File: src/rtl/byte_serializer.sv
// byte_serializer: buffers DATA_W-bit words in a DEPTH-entry circular queue
// and streams them out one bit per clock behind a valid/ready serial handshake.
module byte_serializer #(
    parameter int DATA_W    = 8,
    parameter int DEPTH     = 4,
    parameter bit MSB_FIRST = 1'b1
) (
    input  logic                     clk,
    input  logic                     rst_n,
    input  logic                     in_valid,
    output logic                     in_ready,
    input  logic [DATA_W-1:0]        in_data,
    input  logic                     ser_ready,
    output logic                     ser_out,
    output logic                     ser_valid,
    output logic                     ser_last,
    output logic                     busy,
    output logic [$clog2(DEPTH):0]   count
);
    localparam int AW = $clog2(DEPTH);
    localparam int CW = AW + 1;
    localparam int BW = DATA_W > 1 ? $clog2(DATA_W) : 1;

    typedef enum logic {IDLE, SHIFT} state_t;

    state_t            state;
    logic [DATA_W-1:0] mem [DEPTH];
    logic [AW-1:0]     wr_ptr, rd_ptr;
    logic [DATA_W-1:0] sreg;
    logic [BW-1:0]     bit_cnt;
    logic              push, pop, adv;

    assign push      = in_valid && in_ready;
    assign adv       = ser_valid && ser_ready;
    // A pop either starts a word from IDLE or chains the next word behind the last bit.
    assign pop       = count != '0 && (state == IDLE || (adv && ser_last));
    assign in_ready  = count != CW'(DEPTH);
    assign ser_valid = state == SHIFT;
    assign ser_last  = ser_valid && bit_cnt == '0;
    assign ser_out   = ser_valid && (MSB_FIRST ? sreg[DATA_W-1] : sreg[0]);
    assign busy      = ser_valid || count != '0;

    always_ff @(posedge clk) begin
        if (push) mem[wr_ptr] <= in_data;
    end

    always_ff @(posedge clk or negedge rst_n) begin
        if (!rst_n) begin
            state   <= IDLE;
            wr_ptr  <= '0;
            rd_ptr  <= '0;
            count   <= '0;
            sreg    <= '0;
            bit_cnt <= '0;
        end else begin
            if (push) wr_ptr <= wr_ptr + 1'b1;
            if (pop) rd_ptr <= rd_ptr + 1'b1;
            count <= count + CW'(push) - CW'(pop);
            if (pop) begin
                sreg    <= mem[rd_ptr];
                bit_cnt <= BW'(DATA_W - 1);
                state   <= SHIFT;
            end else if (adv) begin
                sreg    <= MSB_FIRST ? sreg << 1 : sreg >> 1;
                bit_cnt <= bit_cnt - 1'b1;
                if (ser_last) state <= IDLE;
            end
        end
    end
endmodule

File: config.mk
export PLATFORM = sky130hd
export DESIGN_NAME = byte_serializer
export DESIGN_NICKNAME = d
export VERILOG_FILES = /design/src/rtl/byte_serializer.sv
export SDC_FILE = /design/constraint.sdc
export NUM_CORES = 1
export LEC_CHECK = 0
export ABC_CLOCK_PERIOD_IN_PS = 2300
export CORE_MARGIN = 10
export CORE_UTILIZATION = 35
export DETAILED_ROUTE_END_ITERATION = 8
export PLACE_DENSITY_LB_ADDON = 0.3
export SYNTH_ARGS = -nofsm -noshare
export SYNTH_HDL_FRONTEND = slang
export SYNTH_SLANG_ARGS = --single-unit
File: constraint.sdc
create_clock -name clk -period 2.3 [get_ports clk]
set_input_delay 0.23 -clock clk [delete_from_list [all_inputs] [get_ports clk]]
set_output_delay 0.23 -clock clk [all_outputs]
set_load 0.05 [all_outputs]
# ---- Word level (Yosys, flattened, before mapping)
# Memories as Yosys holds them, arrays and structs flattened.
# Index checks and enable logic that the tools add are counted.
dict set report totals {
  inputBits 12
  n_memories 1
  mem_bits_rw 32
  ff_bits 19
  word_cells 36
}
# memory depth width read_ports rd_clocked_by_memory_dff write_ports line_no
set memory_table {}
lappend memory_table {mem 4 8 1 0 1 27} ;# logic [DATA_W-1:0] mem [DEPTH];
dict set report classes {
  reduce_logical 13
  bitwise_logic 1
  eq_ne 1
  n_addsub 5
  n_mux 9
}
# cell n
set ops {}
lappend ops {{8-bit two-way mux} 2}
lappend ops {{1-bit logical AND} 6}
lappend ops {{3-bit two-way mux} 2}
lappend ops {{1-bit two-way mux} 5}
lappend ops {{2-bit by 1-bit adder with 2-bit output (second input constant)} 2}
lappend ops {{2-bit nonzero test} 2}
lappend ops {{3-bit by 1-bit adder with 3-bit output} 1}
lappend ops {{3-bit logical NOT} 1}
lappend ops {{3-bit != test (second input constant)} 1}
lappend ops {{3-bit nonzero test} 1}
lappend ops {{3-bit by 1-bit subtractor with 3-bit output} 1}
lappend ops {{3-bit by 1-bit subtractor with 3-bit output (second input constant)} 1}
lappend ops {{1-bit logical OR} 2}
lappend ops {{2-bit AND reduction} 1}
lappend ops {{1-bit NOT} 1}

# ---- Logic depth before layout (Yosys ltp)
dict set report depth {
  ltp_word 7
  mapped_depth 12
  ltp_nobuf 11
}

# ---- Worst setup path after synthesis
# OpenSTA, ideal clock, no wires.
dict set report synth_timing {
  path_type {register -> register}
  startpoint {reg count[2]}
  endpoint {reg count[2]}
  arrival_time_ns 2.577
  required_ns 2.156
  slack_ns -0.421
  stages_incl_launch_ff 11
  setup_time_ns 0.144
  path_buffers 1
  cell_sequence {dfrtp_1 or3_2 buf_2 o21ai_4 inv_1 ha_1 inv_1 ha_1 fa_1 xor2_1 xnor2_1}
}
# item line_no
set synth_rtl {}
lappend synth_rtl {{start: declaration} 18} ;# output logic [$clog2(DEPTH):0] count
lappend synth_rtl {{start signal: assignment} 58} ;# count <= count + CW'(push) - CW'(pop);
lappend synth_rtl {{3-bit nonzero test} 36} ;# assign pop = count != '0 && (state == IDLE || (adv && ser_last));
lappend synth_rtl {{1-bit logical AND} 36}
lappend synth_rtl {{via pop} 31} ;# logic push, pop, adv;
lappend synth_rtl {{3-bit by 1-bit subtractor with 3-bit output} 58}
# The timed path passes the listed nets, and every way through them passes these cells.
# A chain may end at the register's enable or synchronous reset.

# ---- Worst setup path in the final report
dict set report layout_timing {
  startpoint {reg bit_cnt[0]}
  endpoint {reg count[2]}
}
dict set report layout_via {
  elab_chain_len 6
}
# item line_no
set layout_lines {}
lappend layout_lines {{start: declaration} 30} ;# logic [BW-1:0] bit_cnt;
lappend layout_lines {{start signal: assignment} 61} ;# bit_cnt <= BW'(DATA_W - 1);
lappend layout_lines {{start signal: assignment} 65} ;# bit_cnt <= bit_cnt - 1'b1;
lappend layout_lines {{3-bit logical NOT} 39} ;# assign ser_last = ser_valid && bit_cnt == '0;
lappend layout_lines {{1-bit logical AND} 39}
lappend layout_lines {{1-bit logical AND} 36}
lappend layout_lines {{1-bit logical OR} 36}
lappend layout_lines {{1-bit logical AND} 36}
lappend layout_lines {{via pop} 31}
lappend layout_lines {{3-bit by 1-bit subtractor with 3-bit output} 58}
# The timed path passes the listed nets, and every way through them passes these cells.

==> summary.md <==
| Metric | Value |
|---|---|
| DR vias/cell | roughly 5.2 |
| Post-synth EDFFs | 32 |
| Final min period | about 2.2 ns |
| RSZ-0062 raised after global routing | true |
| Max_cap viols | 0 |
| Rel. slew slack | about 58% |
| Critical-path cell list | inv_2 -> ha_4 -> and3b_2 -> o21ai_4 -> inv_2 -> ha_4 -> inv_2 -> ha_4 -> fa_2 -> xor2_1 -> xnor2_1 |
| Die W | roughly 100 µm |
| Initial Util | 36.0% |
| Root Driver | clkbuf_8 |
| Number of remaining DRC errors | 0 |
| Wire per inst | about 17 µm |
| Leakage | 1.03 nW |
| Hpwl dp | 3090 µm |
| Slew @ Worst Pin | approximately 0.62 ns |
| Final wirelength | roughly 4400 µm |
| Port bufs | 19 |
| Antenna cells | 0 |
| R2R Setup Slk | 0.07 ns |
| Iter 0 DRT Violations | 39 |
| Vias in the first global route | between 1000 and 1500 |
| Min-delay worst type | primary input to async pin |
| Tcrit/Tclk final | a little over nine tenths |
| Post-synth ARST share | 37.3% |
| Final Net Count | 204 |
| Pwr Total | about 3.2 mW |
| CTS Buf Count | 5 |
| #FFs+latches synth | between 50 and 60 |
| Global route total overflow | 0 |
| Setup ws final | between 0.06 and 0.07 ns |
| Kind of end point of the critical path | flip-flop |
| Sequential area share after synthesis | a little over three fifths |
| Primary FF master, synth | edfxtp_1 |
| Synth top area share | 42.3% |
| Die area | a little over 10000 µm² |
| Slowest CP cell | dfrtp_1 |
| End-of-flow core utilization | around 44% |
| Post-synthesis cell count | 152 |
| Place WS | -0.00306 ns |
| Tot GR Track Use | 9.17% |
| Synth top cells by count | edfxtp_1, dfrtp_1, inv_1 |
| Initial antenna violation count | 0 |
| Area contributors post-synth | edfxtp_1, dfrtp_1, mux4_2 |
| TritonCTS clock tree | built |
| Synth warnings | 0 |
| Longest Clk Path Bufs | 2 |
| Leading area contributor after synthesis | edfxtp_1 |
| Outcome | completed |
| Startpoint types | flip-flop |
| Required @ worst endpoint | ~2.5 ns |
| PwrDens | approximately 1200 nW/µm² |
| Pins Over Slew Limit | 0 |
| Crit path kind | flip-flop to flip-flop |
| Gp weighted congestion | between 0.7 and 0.8 |
| Die height | ~100 µm |
| First-pass detailed-route iteration total | 4 |
| Fmax | 0.448 GHz |
| Worst Skew | 0.00844 ns |
| Number of routed nets with antenna violations | 0 |
| Slowest stage delay, CP | 0.37 ns |
| Share of post-route cells with drive strength above 1 | ~30% |
| Largest net degree at the start of global routing | 20 |
| Clock transition at path regs | roughly 0.090 ns |
| I/O pin count | 20 |
| First-pass GRT wire length | ~7400 µm |
| FP Rows | 29 |
| Area grow syn2layout | 21.5% |
| Syn Std Cell Area | approximately 2300 µm² |
| Crit Path Max Fanout | 2 |
| # H-tree levels | 2 |
| Most frequent cell after synthesis | edfxtp_1 |
| Avg Cell Area, Syn | approximately 15 µm² |
| Peak supply drop | between 0.0004 and 0.0005 V |
| CTS Sinks | 51 |
| Final hold viol count | 0 |
| Final setup viols | 0 |
| Via count | 1347 |
| Core ar. | between 6000 and 7000 µm² |
| Count of cell types in the netlist | 32 |
| Syn Nets | ~170 |
| Clock Latency Late Sink | about 0.30 ns |
| Worst Path Arrival | ~2.4 ns |
| Fin Setup TNS | 0 ns |
-- registers in the layout, indices dropped and copies added, names as in the netlist --
name	count
sreg	8
rd_ptr	2
wr_ptr	2
mem	32
count	3
ser_valid	1
bit_cnt	3
-- where the power goes --
part | leakage, nW | internal [mW] | switching (mW)
Sequential | 0.523 | 1.25 | 0.217
Clock | 0.0418 | 0.212 | 0.288
Combinational | 0.470 | 0.612 | 0.645
Total | 1.03 | 2.08 | 1.15
-- metal layers --
metal	vias to the layer above	share of wire [%]	routed length, µm	global-route usage, %
met5	-	0	0	0
met4	0	1.5	65	2.93
met3	8	4.9	216	2.74
met2	38	51	2210	15.3
met1	667	43	1880	11.1
li1	634	-	-	-
-- final cells by class --
type	count	area (µm²)
Fill cell	581	3550
Multi-Input combinational cell	78	787
Clock inverter	3	20.0
Clock buffer	5	68.8
Timing Repair Buffer	34	298
Sequential cell	51	1440
Tap cell	77	96.3
Inverter	13	48.8
-- layout by cell type, fill, tap and decap left out, drive strengths merged, types with 2 or more instances in the layout --
cell and instances:
buf 17, and2 2, mux4 8, inv 13
ha 8, clkbuf 5, nand3 9, clkdlybuf4s50 17
clkinv 2, and3 4, o21ai 10, o211ai 8
dfrtp 19, edfxtp 32, xnor2 4, nor2 2
o2111ai 8, or3 2
-- cell families (layout without fill, tap and decap cells) --
group,Yosys count,count (layout),share of synthesized area (%)
compound gates,29,29,9.47
xor+xnor,5,5,1.93
fa+ha+maj,9,9,5.29
buf+inv,23,55,4.13
flops,51,51,63.2
mux,9,9,8.59
simple gates,26,26,7.38
-- what timing repair did --
| item | 4_1_cts | 5_1_grt |
|---|---|---|
| hold buffers | 0 | 0 |
| setup endpoints to repair | 0 | 1 |
| buffers inserted | 0 | 6 |
| resized for setup | 0 | 10 |
-- path summary, 6_finish.rpt --
check | end | start | depth (start not counted)
max reg2reg | count[2]$_DFF_PN0_ | bit_cnt[0]$_DFFE_PN0P_ | 11
max | count[2]$_DFF_PN0_ | bit_cnt[0]$_DFFE_PN0P_ | 11
min | rd_ptr[1]$_DFFE_PN0N_ | rst_n | 2
max in group asynchronous | ser_valid$_DFFE_PN0P_ | rst_n | 2
min reg2reg | sreg[2]$_DFFE_PN0P_ | sreg[2]$_DFFE_PN0P_ | 2
min in group clk | sreg[2]$_DFFE_PN0P_ | sreg[2]$_DFFE_PN0P_ | 2
-- per-stage QoR --
step	area, µm²	hold WS, ns	instances
4_1_cts	2680	0.256	255
3_3_place_gp	2590	0.481	247
6_report	2760	0.257	261
3_5_place_dp	2590	0.492	247
2_1_floorplan	2290	-0.0656	152
5_1_grt	2760	0.275	261
-- worst max-delay path, delay by kind of cell, from the launching register on --
family | cells | cell delay, ns
fa+ha+maj | 4 | 0.90
xor+xnor | 2 | 0.29
simple gates | 1 | 0.23
buf+inv | 3 | 0.17
flops | 1 | 0.37
compound gates | 1 | 0.16
Note: power is estimated with default switching activity, not from simulation.
